### src/rtl/base64_pkg.sv
`default_nettype none
// ============================================================================
// Module  : base64_pkg
// Brief   : Shared widths and FSM state encoding for the base64 stream path.
// Revision: 1.0
// ============================================================================
package base64_pkg;

    localparam int ASCII_W = 7;
    localparam int B64_W   = 6;
    localparam int BUF_W   = 12;
    localparam int GROUP   = 4;
    localparam int LEN_W   = $clog2(BUF_W + 1);
    localparam int CNT_W   = $clog2(GROUP);

    typedef enum logic [1:0] {
        ST_IDLE = 2'd0,
        ST_RUN  = 2'd1,
        ST_TAIL = 2'd2,
        ST_PAD  = 2'd3
    } state_e;

endpackage
`default_nettype wire

### src/rtl/base64_stream_ctrl_if.sv
`default_nettype none
// ============================================================================
// Module  : base64_stream_ctrl_if
// Brief   : ASCII-in / base64-symbol-out handshake bundle.
// Revision: 1.0
// ============================================================================
interface base64_stream_ctrl_if;
    import base64_pkg::*;

    logic               in_valid;
    logic [ASCII_W-1:0] in_ascii;
    logic               in_last;
    logic               in_ready;
    logic               out_valid;
    logic               out_ready;
    logic [B64_W-1:0]   out_code;
    logic               out_pad;
    logic               out_last;

    modport master (
        output in_valid, in_ascii, in_last, out_ready,
        input  in_ready, out_valid, out_code, out_pad, out_last
    );

    modport slave (
        input  in_valid, in_ascii, in_last, out_ready,
        output in_ready, out_valid, out_code, out_pad, out_last
    );

endinterface
`default_nettype wire

### src/rtl/base64_bitbuf.sv
`default_nettype none
// ============================================================================
// Module  : base64_bitbuf
// Brief   : MSB-aligned 12-bit bit buffer with fill count; loads 7, drains 6.
// Revision: 1.0
// ============================================================================
module base64_bitbuf
    import base64_pkg::*;
(
    input  wire logic               clk,
    input  wire logic               rst,
    input  wire logic               load_i,
    input  wire logic [ASCII_W-1:0] ascii_i,
    input  wire logic               shift_i,
    input  wire logic               flush_i,
    output logic      [B64_W-1:0]   code_o,
    output logic      [LEN_W-1:0]   len_o
);

    logic [BUF_W-1:0] buf_q, buf_d;
    logic [LEN_W-1:0] len_q, len_d;
    logic [BUF_W-1:0] aligned;

    always_comb begin
        // New character lands directly below the bits already held.
        aligned = {ascii_i, {(BUF_W - ASCII_W){1'b0}}} >> len_q;
        buf_d   = buf_q;
        len_d   = len_q;
        if (load_i) begin
            buf_d = buf_q | aligned;
            len_d = len_q + LEN_W'(ASCII_W);
        end else if (shift_i) begin
            buf_d = buf_q << B64_W;
            len_d = len_q - LEN_W'(B64_W);
        end else if (flush_i) begin
            buf_d = '0;
            len_d = '0;
        end
    end

    always_ff @(posedge clk or negedge rst) begin
        if (!rst) begin
            buf_q <= '0;
            len_q <= '0;
        end else begin
            buf_q <= buf_d;
            len_q <= len_d;
        end
    end

    assign code_o = buf_q[BUF_W-1 -: B64_W];
    assign len_o  = len_q;

endmodule
`default_nettype wire

### src/rtl/base64_stream_ctrl.sv
`default_nettype none
// ============================================================================
// Module  : base64_stream_ctrl
// Brief   : Streams 7-bit ASCII into base64 indices with pad and last marking.
// Revision: 1.0
// ============================================================================
module base64_stream_ctrl
    import base64_pkg::*;
(
    input  wire logic           clk,
    input  wire logic           rst,
    base64_stream_ctrl_if.slave bus,
    output logic                busy
);

    localparam logic [LEN_W-1:0] LEN_SYM  = LEN_W'(B64_W);
    localparam logic [CNT_W-1:0] CNT_LAST = CNT_W'(GROUP - 1);

    state_e           state_q, state_d;
    logic [CNT_W-1:0] sym_cnt_q, sym_cnt_d;
    logic [B64_W-1:0] buf_code;
    logic [LEN_W-1:0] len;
    logic             accept, out_fire, shift, flush, has_word, has_part;

    base64_bitbuf u_bitbuf (
        .clk     (clk),
        .rst     (rst),
        .load_i  (accept),
        .ascii_i (bus.in_ascii),
        .shift_i (shift),
        .flush_i (flush),
        .code_o  (buf_code),
        .len_o   (len)
    );

    always_ff @(posedge clk or negedge rst) begin
        if (!rst) begin
            state_q   <= ST_IDLE;
            sym_cnt_q <= '0;
        end else begin
            state_q   <= state_d;
            sym_cnt_q <= sym_cnt_d;
        end
    end

    always_comb begin
        has_word      = (len >= LEN_SYM);
        has_part      = (len != '0) && !has_word;
        bus.in_ready  = rst && (state_q == ST_IDLE || state_q == ST_RUN) && !has_word;
        accept        = bus.in_valid && bus.in_ready;
        bus.out_valid = 1'b0;
        bus.out_code  = '0;
        bus.out_pad   = 1'b0;
        bus.out_last  = 1'b0;
        state_d       = state_q;

        case (state_q)
            ST_IDLE: begin
                if (accept) state_d = bus.in_last ? ST_TAIL : ST_RUN;
            end
            ST_RUN: begin
                if (has_word) begin
                    bus.out_valid = 1'b1;
                    bus.out_code  = buf_code;
                end
                if (accept && bus.in_last) state_d = ST_TAIL;
            end
            ST_TAIL: begin
                if (has_word || has_part) begin
                    bus.out_valid = 1'b1;
                    bus.out_code  = buf_code;
                    // Last only if this symbol empties the buffer and closes a group.
                    bus.out_last  = (has_part || len == LEN_SYM) && (sym_cnt_q == CNT_LAST);
                end else begin
                    state_d = (sym_cnt_q != '0) ? ST_PAD : ST_IDLE;
                end
            end
            ST_PAD: begin
                bus.out_valid = 1'b1;
                bus.out_pad   = 1'b1;
                bus.out_last  = (sym_cnt_q == CNT_LAST);
                if (bus.out_ready && sym_cnt_q == CNT_LAST) state_d = ST_IDLE;
            end
            default: state_d = ST_IDLE;
        endcase

        out_fire  = bus.out_valid && bus.out_ready;
        shift     = out_fire && has_word;
        flush     = out_fire && has_part;
        sym_cnt_d = out_fire ? sym_cnt_q + 1'b1 : sym_cnt_q;
        busy      = (state_q != ST_IDLE);
    end

endmodule
`default_nettype wire

### src/flat_wrapper.sv
// flat-port wrapper written by rule: the top's interface ports become plain ports
module base64_stream_ctrl_flat import base64_pkg::*;
  (clk, rst, busy, bus_in_valid, bus_in_ascii, bus_in_last, bus_out_ready, bus_in_ready, bus_out_valid, bus_out_code, bus_out_pad, bus_out_last);
  base64_stream_ctrl_if bus_i ();
  input  wire logic clk;
  input  wire logic rst;
  output logic busy;
  input wire logic [$bits(bus_i.in_valid)-1:0] bus_in_valid;
  input wire logic [$bits(bus_i.in_ascii)-1:0] bus_in_ascii;
  input wire logic [$bits(bus_i.in_last)-1:0] bus_in_last;
  input wire logic [$bits(bus_i.out_ready)-1:0] bus_out_ready;
  output wire logic [$bits(bus_i.in_ready)-1:0] bus_in_ready;
  output wire logic [$bits(bus_i.out_valid)-1:0] bus_out_valid;
  output wire logic [$bits(bus_i.out_code)-1:0] bus_out_code;
  output wire logic [$bits(bus_i.out_pad)-1:0] bus_out_pad;
  output wire logic [$bits(bus_i.out_last)-1:0] bus_out_last;
  assign bus_i.in_valid = bus_in_valid;
  assign bus_i.in_ascii = bus_in_ascii;
  assign bus_i.in_last = bus_in_last;
  assign bus_i.out_ready = bus_out_ready;
  assign bus_in_ready = bus_i.in_ready;
  assign bus_out_valid = bus_i.out_valid;
  assign bus_out_code = bus_i.out_code;
  assign bus_out_pad = bus_i.out_pad;
  assign bus_out_last = bus_i.out_last;
  base64_stream_ctrl u_core (.clk(clk), .rst(rst), .bus(bus_i), .busy(busy));
endmodule
### config.mk
export PLATFORM = sky130hd
export DESIGN_NAME = base64_stream_ctrl_flat
export DESIGN_NICKNAME = d
export VERILOG_FILES = /design/src/rtl/base64_pkg.sv /design/src/rtl/base64_stream_ctrl_if.sv /design/src/rtl/base64_bitbuf.sv /design/src/rtl/base64_stream_ctrl.sv /design/src/flat_wrapper.sv
export SDC_FILE = /design/constraint.sdc
export NUM_CORES = 1
export LEC_CHECK = 0
export ABC_AREA = 0
export CAP_MARGIN = 40
export CORE_MARGIN = 2
export CORE_UTILIZATION = 58
export CTS_CLUSTER_DIAMETER = 60
export CTS_CLUSTER_SIZE = 24
export DETAILED_ROUTE_END_ITERATION = 7
export PLACE_DENSITY = 0.91
export SYNTH_ARGS = -nofsm -noshare
export SYNTH_HDL_FRONTEND = slang
export SYNTH_SLANG_ARGS = --single-unit
export TNS_END_PERCENT = 30
### constraint.sdc
create_clock -name clk -period 6 [get_ports clk]
set_clock_uncertainty 0.05 [all_clocks]
set_input_delay 1.2 -clock clk [delete_from_list [all_inputs] [get_ports clk]]
set_output_delay 1.2 -clock clk [all_outputs]
set_load 0.02 [all_outputs]
==> results of run 1 <==
## layout by cell type (no fill, tap or decap), types with 2 or more instances in the layout
master	netlist	final
o21a_1	3	3
a211oi_1	3	3
and2_1	8	8
clkbuf_4	0	3
dfrtp_1	20	20
o21bai_1	2	2
o21ai_1	2	2
inv_1	10	10
nor2_1	8	8
nand2b_1	3	3
a221o_1	2	2
mux2_2	3	3
o21ai_0	15	15
a21oi_1	12	12
clkinv_1	2	2
mux2i_1	5	5
mux2_1	2	2
nor3_1	11	11
o2111ai_1	2	2
o22ai_1	2	2
nor2b_1	3	3
nand2_1	24	24
clkdlybuf4s50_1	0	22
ha_1	13	13
## through the flow
stage	cells	setup slack [ns]	hold WS, ns
global route	234	1.19	0.493
CTS	234	1.45	0.455
global placement	230	1.97	0.415
detailed placement	230	1.84	0.427
floorplan	183	2.85	0.399
finish	234	1.43	0.456
## where the power goes
group	internal, mW	switching, mW
clock network	0.0676	0.0478
logic	0.242	0.308
registers	0.183	0.0774
## logic make-up after synthesis
| logic type | share of synthesized area |
|---|---|
| compound gates | 0.241 |
| xor+xnor | 0.00554 |
| fa+ha+maj | 0.103 |
| buf+inv | 0.0475 |
| flops | 0.317 |
| mux | 0.0815 |
| simple gates | 0.205 |
## layout make-up
cell class	count	area (um^2)
flip-flops and latches	20	500
well taps	30	37.5
clock buffers	3	22.5
fillers	193	654
multi-input cells	145	1000
inverters	12	45.0
clock inverters	1	30.0
repair buffers	23	228
## metal layers
metal,wire length [um],share of wire,track usage,vias to the layer above
li1,-,-,-,692
met1,1610,0.41,0.342,693
met2,1870,0.48,0.430,91
met3,338,0.086,0.0442,11
met4,95,0.024,0.129,0
met5,0,0,0,-
## registers in the layout (all words and copies together) (netlist names)
signal,cells
u_core.sym_cnt_q,2
u_core.u_bitbuf.len_o,4
u_core.state_q,2
u_core.u_bitbuf.buf_q,12
## critical path, delay by kind of cell (launching register included)
kind | cells | cell delay, ns
compound gates | 2 | 0.56
fa+ha+maj | 1 | 0.35
flops | 1 | 0.68
simple gates | 2 | 0.33
buf+inv | 2 | 1.07
## worst paths after layout
kind | cells after the start | slack (ns) | to
max | 7 | 1.43 | bus_out_code[0]
min reg2reg | 2 | 0.46 | u_core.u_bitbuf.buf_q[10]
max reg2reg | 7 | 3.11 | u_core.u_bitbuf.len_o[2]
max in group asynchronous | 2 | 4.51 | u_core.u_bitbuf.buf_q[10]
min in group asynchronous | 2 | 1.15 | u_core.u_bitbuf.len_o[0]
min | 2 | 0.46 | u_core.u_bitbuf.buf_q[10]
==> results.cfg, run 1 <==
[cts]
cts.path.max_buffers = 2
cts.clk_slew.worst_paths_ns = 0.13
cts.htree.levels = 1
worstSkewPairLatency_ns = 0.32
ctsResizeCount = 0
holdBufCountCts = 0
cts.sinks = 20
cts_tree = yes
cts_buffers = 3
cts-root-buf = clkbuf_4
cts_setup_buffers = 0

[global_route]
grt_max_degree = 24
grt_pass1_vias = 1417
grt_pass1_wl_um = 6670
grt_overflow = 0
antenna_found_initial = 0
grt_usage = 0.266

[sta]
finalCriticalPeriod_ns = 4.57
finalCritPeriodShare = 0.762
relSlewSlack = 0.599
setup_violations = 0
tns_ns = 0
slew_viol_final = 0
worst_pin_slew_ns = 0.595
rsz0062_at_grt = no
timing.fmax_ghz = 0.219
hold_viol = 0

[power_and_ir_drop]
peakVddDrop_mv = 0.364
power.total_uw = 925
p_leak_nw = 0.783
power_density_nw_per_um2 = 495

[logic_synthesis]
synthArstFlopShare = 1.00
ys_warn_count = 0
synth.distinct_cells = 47
synth_top_area_frac = 0.317
synth_nets = 208
yosys_register_bits = 20
ys.flop_type = dfrtp_1
post-synth-top-count-cell = nand2_1
synth.cell_area_um2 = 1580
yosysSeqAreaShare = 0.317
synth.largest_area_cell = dfrtp_1
synthTopCellsByCount = nand2_1 (24), dfrtp_1 (20), o21ai_0 (15), ha_1 (13), a21oi_1 (12)
synth_edf_count = 0
avgSynthCellArea_um2 = 8.64
synthCells = 183
ys_top_cells_by_area = dfrtp_1 (32%), ha_1 (10%), nand2_1 (5.7%)

[worst_setup_path]
cp.arrival_ns = 3.32
crit_path_start_kind = flop
crit_fanout = 16
path_cells = clkinv_1 -> ha_1 -> nand2b_1 -> o21ai_1 -> a21boi_0 -> and2_1 -> clkdlybuf4s50_1
path_class = reg2out
cp_slowest_cell = dfrtp_1
r2r-start = u_core.u_bitbuf.len_o[1]
max_stage_delay_ns = 0.68
worstSetupEndpointType = primary output
required_ns = 4.75
crit_path_start = u_core.u_bitbuf.len_o[1]

[finish]
num-nets-final = 230
area_growth_syn_to_layout_pct = 18.2
drive_gt1_frac = 0.0931
diodes = 0
finish.utilization = 0.741
final_cell_area_um2 = 1870

[flow_run]
maxCapViolations = 0

[place]
io_buffer_count = 22
gp_congestion = 0.870
placed_area_um2 = 1820
place_hpwl_um = 2850

[floorplan]
die-area_um2 = 3160
start_util = 0.626
die_w_um = 56.2
core_um2 = 2520
die_h_um = 56.2
ioPinCount = 23
rows = 18

[route]
drc = 0
ant_nets = 0
drt_wl_total_um = 3920
wl_per_cell_um = 16.7
vias_per_cell = 6.35
dr.pass1.iters = 4
drt_iter0_drc = 82
via_count = 1487

[status]
outcome = completed

[hold_path]
hold_start = u_core.u_bitbuf.buf_q[4]
min_path_type = reg2reg
Power figures use the tool's default switching activity.
==> run 2: changes to the inputs <==
Settings changed: CORE_UTILIZATION 58 to 54, PLACE_DENSITY 0.91 to 0.86.
Clock period 6 ns to 4.7 ns, I/O delays scaled along.
==> results.cfg, run 2 (synthesized netlist as in run 1, its figures left out) <==
[worst_setup_path]
crit_path_start_kind = flop
cp_slowest_cell = dfrtp_1
critPathTopFamily = buffers and inverters
cp.arrival_ns = 3.33
worstSetupEndpointType = primary output
max_stage_delay_ns = 0.67
path_class = reg2out
required_ns = 3.71
path_cells = clkinv_1 -> ha_1 -> nand2b_1 -> o21ai_1 -> a21boi_0 -> and2_1 -> clkdlybuf4s50_1
critPathBufInv = 2
crit_fanout = 16

[sta]
finalCriticalPeriod_ns = 4.32
tns_ns = 0
slew_viol_final = 0
timing.fmax_ghz = 0.232
setup_violations = 0
worst_pin_slew_ns = 0.698
rsz0062_at_grt = no
hold_viol = 0
relSlewSlack = 0.530
finalCritPeriodShare = 0.918

[finish]
regArea_um2 = 500
layout_common_cells = nand2_1 (24), clkdlybuf4s50_1 (22), dfrtp_1 (20)
area_growth_syn_to_layout_pct = 18.3
drive_gt1_frac = 0.0931
layout_commonest_cell = nand2_1
fillers = 215
largest_reg_flops = 12
multi_input_area_um2 = 1000
largest-register = u_core.u_bitbuf.buf_q
fin_cells = 235
diodes = 0
num-nets-final = 230

[global_route]
grt_overflow = 0
grt_max_degree = 23
antenna_found_initial = 0
grt_usage = 0.240
grt_pass1_vias = 1405
grt_pass1_wl_um = 6320

[route]
drt_iter0_drc = 126
drt_wl_total_um = 3770
vias_per_cell = 6.25
drc = 0
dr.pass1.iters = 4
wl_per_cell_um = 16.0
via_count = 1468
ant_nets = 0

[cts]
cts_buffers = 3
ctsResizeCount = 0
cts-root-buf = clkbuf_4
cts_tree = yes
cts.path.max_buffers = 2
cts_setup_buffers = 0
cts.htree.levels = 1
holdBufCountCts = 0
worstSkewPairLatency_ns = 0.30
cts.clk_slew.worst_paths_ns = 0.12
cts.sinks = 20

[place]
place_hpwl_um = 2870
placedCellCount = 231
gp_congestion = 0.914
io_buffer_count = 22

[floorplan]
die_h_um = 58.1
rows = 19
die_w_um = 58.1
ioPinCount = 23
core_um2 = 2760
die-area_um2 = 3380
start_util = 0.573

[power_and_ir_drop]
p_leak_nw = 0.783
power_density_nw_per_um2 = 621
peakVddDrop_mv = 0.484

[status]
outcome = completed

[hold_path]
min_path_type = reg2reg

[flow_run]
maxCapViolations = 0
==> run 2: cell counts in the layout (fill, tap and decap cells not counted) <==
Identical to the previous run, type by type.
==> run 2: worst register-to-register path, stage by stage (launching register included) <==
cell and delay (ns):
dfrtp_1 0.67, clkinv_1 0.47, ha_1 0.36, nor3b_2 0.18, o211a_4 0.29, o21ai_0 0.58, o21ai_0 0.19
==> run 2: final timing paths <==
kind / cells after the start / slack, ns / start / to
min in group asynchronous: 2 / 1.02 / rst / u_core.state_q[0]
max in group asynchronous: 2 / 3.35 / rst / u_core.state_q[1]
worst max-delay path: 7 / 0.38 / u_core.u_bitbuf.len_o[1] / bus_out_code[5]
worst min register to register: 2 / 0.45 / u_core.u_bitbuf.buf_q[1] / u_core.u_bitbuf.buf_q[7]
worst min-delay path: 2 / 0.45 / u_core.u_bitbuf.buf_q[1] / u_core.u_bitbuf.buf_q[7]
worst max register to register: 6 / 1.79 / u_core.u_bitbuf.len_o[1] / u_core.u_bitbuf.buf_q[10]
==> run 2: per-layer routing <==
layer,wire (um),track usage
met1,1670,0.323
met2,1750,0.372
met3,307,0.0603
met4,37,0.0930
met5,0,0
==> run 2: area by class of cell <==
| type | count | area share |
|---|---|---|
| clock buffer | 3 | 0.0120 |
| clock inverter | 1 | 0.0161 |
| inverter | 12 | 0.0241 |
| multi-input combinational | 145 | 0.537 |
| sequential | 20 | 0.268 |
| tap | 31 | 0.0207 |
| timing repair buffer | 23 | 0.122 |
==> run 2: through the flow <==
stage	area, um^2	total power, mW	setup WS [ns]	hold WS (ns)	util
CTS	1870	1.15	0.434	0.452	0.678
detailed placement	1820	1.01	0.781	0.423	0.659
global route	1870	1.25	0.0505	0.487	0.678
floorplan	1580	0.827	1.81	0.399	-
finish	1870	1.16	0.384	0.454	0.678
global placement	1820	0.972	0.981	0.415	0.659
==> run 2: where the power goes <==
part	switching, mW	total (mW)	internal [mW]
combinational	0.382	0.690	0.308
clock	0.0580	0.144	0.0862
sequential	0.0941	0.327	0.233
total	0.534	1.16	0.628
==> run 3: changes to the inputs <==
Settings changed: CAP_MARGIN 40 to 15, CORE_MARGIN 2 to 3.
==> results.cfg, run 3 (synthesized netlist as in run 1, its figures left out) <==
[status]
outcome = completed

[cts]
cts-root-buf = clkbuf_4
cts_buffers = 3
cts.clk_slew.worst_paths_ns = 0.12
cts_tree = yes
cts.path.max_buffers = 2
cts.sinks = 20
worstSkewPairLatency_ns = 0.31
cts.htree.levels = 1
cts_setup_buffers = 0
ctsResizeCount = 0
holdBufCountCts = 0

[finish]
diodes = 0
fillers = 210
largest_reg_flops = 12
area_growth_syn_to_layout_pct = 18.2
layout_commonest_cell = nand2_1
num-nets-final = 230
layout_common_cells = nand2_1 (24), clkdlybuf4s50_1 (22), dfrtp_1 (20)
regArea_um2 = 500
fin_cells = 234
multi_input_area_um2 = 1000
largest-register = u_core.u_bitbuf.buf_q
drive_gt1_frac = 0.0931

[power_and_ir_drop]
p_leak_nw = 0.783
peakVddDrop_mv = 0.487
power_density_nw_per_um2 = 620
p_seq_frac = 0.282
p_int_uw = 628
power_switching_uw = 531
pwr-share-clk = 0.124
power_frac_comb = 0.594
swShare = 0.458

[worst_setup_path]
worstSetupEndpointType = primary output
cp_num_cells = 7
required_ns = 3.71
max_stage_delay_ns = 0.66
cp.arrival_ns = 3.37
crit_fanout = 16
ff2ff_setup_slack_ns = 1.83
cp_slowest_cell = dfrtp_1
crit_path_start_kind = flop
r2r-start = u_core.u_bitbuf.len_o[1]
timing.rr.end = u_core.u_bitbuf.buf_q[10]
critPathTopFamily = buffers and inverters
critPathBufInv = 2
path_cells = clkinv_1 -> ha_1 -> nand2b_1 -> o21ai_1 -> a21boi_0 -> and2_1 -> clkdlybuf4s50_1
ff2ff_path_depth = 6
crit_path_start = u_core.u_bitbuf.len_o[1]
setup.worst_path.end = bus_out_code[1]
path_class = reg2out

[global_route]
grt_max_degree = 24
grt_overflow = 0
antenna_found_initial = 0
grt_usage = 0.235
grt_pass1_vias = 1341
grt_pass1_wl_um = 6360

[route]
ant_nets = 0
drt_iter0_drc = 105
vias_per_cell = 6.11
drt_wl_total_um = 3730
via_count = 1429
drc = 0
wl_per_cell_um = 15.9
dr.pass1.iters = 4

[floorplan]
die_w_um = 60.1
start_util = 0.600
die-area_um2 = 3610
core_um2 = 2640
rows = 18
die_h_um = 60.1
ioPinCount = 23

[sta]
finalCritPeriodShare = 0.927
holdWs_ns = 0.452
relSlewSlack = 0.586
tns_ns = 0
timing.fmax_ghz = 0.230
finalCriticalPeriod_ns = 4.36
setup_violations = 0
hold_viol = 0
rsz0062_at_grt = no
slew_viol_final = 0
worst_pin_slew_ns = 0.614

[place]
gp_congestion = 0.935
io_buffer_count = 22
place_hpwl_um = 2830
placedCellCount = 230

[flow_run]
maxCapViolations = 0

[hold_path]
min_path_type = reg2reg
hold_depth = 2
## run 3: cell counts in the layout (fill, tap and decap cells not counted)
No cell type changed its count.
## run 3: routing by layer
metal	vias to the layer above	track usage	routed length (um)	part of all wire
met4	0	0.0886	59	0.016
met3	7	0.0410	265	0.071
li1	697	-	-	-
met5	-	0	0	0
met2	56	0.377	1690	0.45
met1	669	0.314	1710	0.46
## run 3: stage by stage
stage	utilization	setup WS (ns)	area, um^2	power [mW]
2_1_floorplan	-	1.81	1580	0.827
3_3_place_gp	0.689	0.968	1820	0.973
3_5_place_dp	0.689	0.804	1820	1.00
4_1_cts	0.709	0.409	1870	1.15
5_1_grt	0.709	0.0261	1870	1.25
6_report	0.709	0.345	1870	1.16
## run 3: cell type report
cell class,count,area share
Sequential cell,20,0.268
Tap cell,30,0.0201
Clock inverter,1,0.0161
Multi-Input combinational cell,145,0.538
Inverter,12,0.0241
Timing Repair Buffer,23,0.122
Clock buffer,3,0.0121
## run 3: power by group through the flow
| stage | Combinational, mW | Clock (mW) | Sequential [mW] |
|---|---|---|---|
| final | 0.689 | 0.143 | 0.327 |
| after global routing | 0.763 | 0.150 | 0.340 |
| after CTS | 0.683 | 0.144 | 0.324 |
| after detailed placement | 0.672 | 0 | 0.328 |
| after global placement | 0.652 | 0 | 0.321 |
| after floorplan | 0.557 | 0 | 0.270 |
## run 3: worst min path at each step
stage | startpoint | end | slack (ns)
after floorplan | u_core.u_bitbuf.buf_q[0] | u_core.u_bitbuf.buf_q[0] | 0.40
after global placement | u_core.u_bitbuf.buf_q[4] | u_core.u_bitbuf.buf_q[10] | 0.41
after detailed placement | u_core.u_bitbuf.buf_q[1] | u_core.u_bitbuf.buf_q[7] | 0.42
after CTS | u_core.u_bitbuf.buf_q[1] | u_core.u_bitbuf.buf_q[7] | 0.45
after global routing | u_core.u_bitbuf.buf_q[1] | u_core.u_bitbuf.buf_q[1] | 0.50
final | u_core.u_bitbuf.buf_q[5] | u_core.u_bitbuf.buf_q[5] | 0.45
## run 3: worst register-to-register path, cell delays in order, from the launching register on
cell      delay [ns]
dfrtp_1         0.66
clkinv_1        0.46
ha_1            0.37
nor3b_2         0.18
o211a_4         0.29
o21ai_0         0.52
o21ai_0         0.21
